[src/rtl/ctrl_pkg.sv]
// Shared constants for the control sequencer: opcode map and T-state encoding.
package ctrl_pkg;

  localparam logic [3:0] OP_NOP = 4'h0;
  localparam logic [3:0] OP_LDA = 4'h1;
  localparam logic [3:0] OP_ADD = 4'h2;
  localparam logic [3:0] OP_SUB = 4'h3;
  localparam logic [3:0] OP_STA = 4'h4;
  localparam logic [3:0] OP_LDI = 4'h5;
  localparam logic [3:0] OP_JMP = 4'h6;
  localparam logic [3:0] OP_JZ  = 4'h7;
  localparam logic [3:0] OP_JC  = 4'h8;
  localparam logic [3:0] OP_OUT = 4'hE;
  localparam logic [3:0] OP_HLT = 4'hF;

  typedef enum logic [2:0] {
    T0     = 3'd0,
    T1     = 3'd1,
    T2     = 3'd2,
    T3     = 3'd3,
    T4     = 3'd4,
    T5     = 3'd5,
    T_HALT = 3'd6
  } tstate_e;

endpackage

[src/rtl/tstate_cnt.sv]
// T-state register: six-state wrap T0..T5, HALT entry on HLT at T3, async clear on clr.
module tstate_cnt
  import ctrl_pkg::*;
(
  input  logic       clk,
  input  logic       clr,
  input  logic [3:0] opcode,
  output logic [2:0] state
);

  tstate_e state_r;
  tstate_e state_nxt_s;

  // state register, cleared asynchronously to T0
  always_ff @(posedge clk or posedge clr) begin
    if (clr) begin
      state_r <= T0;
    end else begin
      state_r <= state_nxt_s;
    end
  end

  // next-state: unconditional wrap, HALT is absorbing until clr
  always_comb begin
    state_nxt_s = T0;
    case (state_r)
      T0:     state_nxt_s = T1;
      T1:     state_nxt_s = T2;
      T2:     state_nxt_s = T3;
      T3: begin
        if (opcode == OP_HLT) begin
          state_nxt_s = T_HALT;
        end else begin
          state_nxt_s = T4;
        end
      end
      T4:     state_nxt_s = T5;
      T5:     state_nxt_s = T0;
      T_HALT: state_nxt_s = T_HALT;
      default: state_nxt_s = T0;
    endcase
  end

  assign state = state_r;

endmodule

[src/rtl/ctrl_seq.sv]
// Microcoded control sequencer for the 8-bit bus CPU: decodes T-state, opcode and flags into bus enables.
// Optional macro CTRL_SEQ_COND_JMP_EN enables the JZ/JC conditional jumps.
module ctrl_seq
  import ctrl_pkg::*;
(
  input  logic       clk,
  input  logic       clr,
  input  logic [3:0] opcode,
  input  logic       flag_z,
  input  logic       flag_c,
  output logic       pc_inc,
  output logic       load_pc,
  output logic       pc_oen,
  output logic       mar_inen,
  output logic       mem_oen,
  output logic       mem_wen,
  output logic       ir_inen,
  output logic       ir_oen,
  output logic       acc_inen,
  output logic       acc_oen,
  output logic       b_inen,
  output logic       alu_oen,
  output logic       alu_sub,
  output logic       flags_inen,
  output logic       out_inen,
  output logic       halt,
  output logic [2:0] t_state
);

  logic [2:0] state_s;
  tstate_e    st_s;

  tstate_cnt u_tstate_cnt (
    .clk    (clk),
    .clr    (clr),
    .opcode (opcode),
    .state  (state_s)
  );

  assign st_s    = tstate_e'(state_s);
  assign t_state = state_s;

`ifndef CTRL_SEQ_COND_JMP_EN
  logic unused_flags_s;
  assign unused_flags_s = flag_z ^ flag_c;
`endif

  // control decode; clr gates everything so outputs drop without waiting for a clock
  always_comb begin
    pc_inc     = 1'b0;
    load_pc    = 1'b0;
    pc_oen     = 1'b0;
    mar_inen   = 1'b0;
    mem_oen    = 1'b0;
    mem_wen    = 1'b0;
    ir_inen    = 1'b0;
    ir_oen     = 1'b0;
    acc_inen   = 1'b0;
    acc_oen    = 1'b0;
    b_inen     = 1'b0;
    alu_oen    = 1'b0;
    alu_sub    = 1'b0;
    flags_inen = 1'b0;
    out_inen   = 1'b0;
    halt       = 1'b0;
    if (clr) begin
      halt = 1'b0;
    end else begin
      case (st_s)
        T0: begin
          pc_oen   = 1'b1;
          mar_inen = 1'b1;
        end
        T1: pc_inc = 1'b1;
        T2: begin
          mem_oen = 1'b1;
          ir_inen = 1'b1;
        end
        T3: begin
          case (opcode)
            OP_LDA, OP_ADD, OP_SUB, OP_STA: begin
              ir_oen   = 1'b1;
              mar_inen = 1'b1;
            end
            OP_LDI: begin
              ir_oen   = 1'b1;
              acc_inen = 1'b1;
            end
            OP_JMP: begin
              ir_oen  = 1'b1;
              load_pc = 1'b1;
            end
`ifdef CTRL_SEQ_COND_JMP_EN
            OP_JZ: begin
              ir_oen  = flag_z;
              load_pc = flag_z;
            end
            OP_JC: begin
              ir_oen  = flag_c;
              load_pc = flag_c;
            end
`endif
            OP_OUT: begin
              acc_oen  = 1'b1;
              out_inen = 1'b1;
            end
            default: ir_oen = 1'b0;
          endcase
        end
        T4: begin
          case (opcode)
            OP_LDA: begin
              mem_oen  = 1'b1;
              acc_inen = 1'b1;
            end
            OP_ADD, OP_SUB: begin
              mem_oen = 1'b1;
              b_inen  = 1'b1;
            end
            OP_STA: begin
              acc_oen = 1'b1;
              mem_wen = 1'b1;
            end
            default: mem_oen = 1'b0;
          endcase
        end
        T5: begin
          if ((opcode == OP_ADD) || (opcode == OP_SUB)) begin
            alu_oen    = 1'b1;
            acc_inen   = 1'b1;
            flags_inen = 1'b1;
            alu_sub    = (opcode == OP_SUB);
          end else begin
            alu_oen = 1'b0;
          end
        end
        T_HALT: halt = 1'b1;
        default: halt = 1'b0;
      endcase
    end
  end

endmodule

[config.mk]
export PLATFORM = sky130hd
export DESIGN_NAME = ctrl_seq
export DESIGN_NICKNAME = d
export VERILOG_FILES = /design/src/rtl/ctrl_pkg.sv /design/src/rtl/tstate_cnt.sv /design/src/rtl/ctrl_seq.sv
export SDC_FILE = /design/constraint.sdc
export NUM_CORES = 1
export LEC_CHECK = 0
export CAP_MARGIN = 20
export CORE_AREA = 5 5 42 44
export CTS_CLUSTER_DIAMETER = 60
export DETAILED_ROUTE_END_ITERATION = 16
export DIE_AREA = 0 0 47 49
export PLACE_DENSITY = 0.77
export REMOVE_ABC_BUFFERS = 1
export SLEW_MARGIN = 20
export SYNTH_ARGS = -nofsm -noshare
export SYNTH_HDL_FRONTEND = slang
export SYNTH_SLANG_ARGS = --single-unit
[constraint.sdc]
create_clock -name clk -period 1.57 [get_ports clk]
set_clock_uncertainty 0.15 [all_clocks]
set_input_delay 0.2355 -clock clk [delete_from_list [all_inputs] [get_ports clk]]
set_output_delay 0.2355 -clock clk [all_outputs]
set_load 0.01 [all_outputs]
==> metrics.md <==
| Metric | Value |
|---|---|
| Commonest cells after routing, fill and taps aside | buf_4, buf_2, buf_6 |
| Seq/Total Area, Yosys | 0.188 |
| Synth-to-Final Area Change | 141% |
| Average routed wire per standard cell | 14.4 um |
| Worst-Skew Late Latency | between 0.2 and 0.25 ns |
| Root Buffer | clkbuf_4 |
| Fin Hold WS | 0.207 ns |
| Final Max Tran Viols | 0 |
| Slowest cell on the critical path | dfrtp_1 |
| Final WS setup | -0.322 ns |
| Routed Antenna Nets | 0 |
| Inserted Diodes | 0 |
| CTS max path bufs | 2 |
| Final setup viols | 16 |
| Synthesis-stage register bit count | 3 |
| Tcrit/Tclk final | 1.21 |
| H-tree depth | 1 |
| Crit path kind | flip-flop to output pin |
| Via count | 609 |
| Layout cells sized above 1 | 0.648 |
| Slew HR | 0.768 |
| Worst-Margin Slew | 0.346 ns |
| Global placer's final weighted congestion | 0.771 |
| Highest Clock Rate | about 530 MHz |
| Via density | 5.03 |
| Max reg flops | 3 |
| Initial antenna violation count | 0 |
| Routed wire length | 1.74 mm |
| CP Max Fanout | 4 |
| Max VDD drop | 916 uV |
| Worst setup EP type | output pin |
| Core area | 0.00140 mm^2 |
| Yosys warning total | 0 |
| DRC | 0 |
| Largest stage delay on the critical path | 0.42 ns |
| Worst path cell trace | nor4b_4, and4b_1, buf_4, and2_1, buf_2 |
| RSZ-0062 raised after global routing | yes |
| TritonCTS Sinks | 3 |
| Post-synthesis cell count | 53 |
| Hold Fails Final Rpt | 0 |
| Dpl ws | -0.865 ns |
| Hold Path Class | input pin to async pin |
| Clk slew on worst S/H paths | approximately 0.040 ns |
| Hold-fix buffers, CTS | 0 |
| Global-route wire length before repair | around 2.8 mm |
| Post-synthesis cell type count | 30 |
| Critical Path AT | 1.51 ns |
| Chip width | about 47 um |
| CP required | about 1.2 ns |
| Gr usage total | 0.164 |
| GRT Residual Overflow | 0 |
| Synthesized cell area | 399 um^2 |
| Setup crit start kind | flip-flop |
| Most common cell after layout, fill and taps aside | buf_4 |
| Largest net degree at the start of global routing | 9 |
| Leakage | 0.487 nW |
| CTS buffer count | 3 |
| Fillers | 112 |
| Die area | 0.00230 mm^2 |
| Initial Util | 0.285 |
| Post-layout minimum cycle time | 1.89 ns |
| I/O Buffers | 24 |
| Cell Pwr Density | 1500 mW/mm^2 |
| Hpwl dp | ~990 um |
| Std cell rows | 14 |
| Top Ports | 27 |
| Max-cap viol count | 0 |
| Violated checks | negative setup slack |
| DRT iter0 DRCs | 7 |
| Status | complete, but fails checks |
| DR pass1 iterations | 4 |
| Die Ht | 49 um |
| Nets@finish | 114 |
| Average cell area after synthesis | 7.53 um^2 |
| Vias in the first global route | roughly 620 |
| CTS tree | done |
synthesized netlist by cell type:
library cell,instances,area share
a211oi_1,1,0.019
a21oi_1,1,0.013
a22oi_1,1,0.019
a31o_1,1,0.022
a41oi_1,1,0.022
and2_1,1,0.016
and3_1,1,0.016
and4b_1,2,0.050
buf_2,1,0.013
buf_4,2,0.038
buf_6,1,0.028
clkbuf_1,3,0.028
dfrtp_1,3,0.19
inv_1,2,0.019
mux2i_1,1,0.025
nand2_1,6,0.056
nand2b_1,2,0.031
nand4bb_1,1,0.028
nor2_1,8,0.075
nor3_1,2,0.025
nor3b_1,1,0.019
nor4_1,2,0.031
nor4_2,1,0.031
nor4b_1,2,0.044
nor4b_4,1,0.060
o21ai_0,1,0.013
o21bai_1,1,0.019
o2bb2ai_1,1,0.022
or2_1,1,0.016
or3_1,1,0.016
power by group:
part | internal [mW] | total (mW) | switching, mW
clock | 0.0955 | 0.139 | 0.0431
sequential | 0.123 | 0.194 | 0.0707
combinational | 0.646 | 1.11 | 0.462
per-stage QoR:
stage	TNS, ns	power [mW]	instances	utilization	area [um^2]
3_5_place_dp	-11.10	0.813	102	0.526	737
6_report	-3.27	1.44	121	0.688	963
5_1_grt	-4.35	1.53	121	0.688	963
2_1_floorplan	-0.435	0.412	46	-	357
4_1_cts	-2.82	1.26	118	0.624	875
3_3_place_gp	-10.76	0.804	102	0.526	737
logic make-up after synthesis:
| family | Yosys count | synth area share |
|---|---|---|
| AOI/OAI and AO/OA | 8 | 0.147 |
| and+or+nand+nor | 32 | 0.514 |
| DFF | 3 | 0.188 |
| buffers and inverters | 9 | 0.125 |
| muxes | 1 | 0.0251 |
path summary, 6_finish.rpt:
kind                                          to  slack, ns  depth (start not counted)             startpoint
max reg2reg                u_tstate_cnt.state[1]       0.14                          5  u_tstate_cnt.state[1]
min reg2reg                u_tstate_cnt.state[0]       0.51                          2  u_tstate_cnt.state[2]
max in group asynchronous  u_tstate_cnt.state[1]       0.96                          4                    clr
min                        u_tstate_cnt.state[2]       0.21                          4                    clr
max                                      alu_sub      -0.32                          5  u_tstate_cnt.state[2]
min in group clk           u_tstate_cnt.state[0]       0.51                          2  u_tstate_cnt.state[2]
critical path: cells and delay by family (launching register included):
family | cells | cell delay (ns)
simple gates | 3 | 0.61
buf+inv | 2 | 0.24
flops | 1 | 0.42
metal layers:
metal,GRT usage,wire length (um),vias to the layer above
li1,-,-,296
met1,0.178,651,288
met2,0.292,959,23
met3,0.0221,109,2
met4,0.0783,20,0
met5,0,0,-
cell type report:
class,count,area (um^2),area share
repair buffers,55,442,0.458
multi-input cells,41,390,0.405
flip-flops and latches,3,77.6,0.0805
clock buffers,4,26.3,0.0273
well taps,16,20.0,0.0208
inverters,2,7.51,0.00779
timing repair:
| item | 4_1_cts | 5_1_grt |
|---|---|---|
| resized for setup | 96 | 19 |
| setup endpoints to repair | 19 | 18 |
| setup buffers | 12 | 4 |
| endpoints found under the hold margin | 0 | 0 |
| pin swaps | 6 | 8 |
No activity file was read; power rests on OpenSTA's default activity.
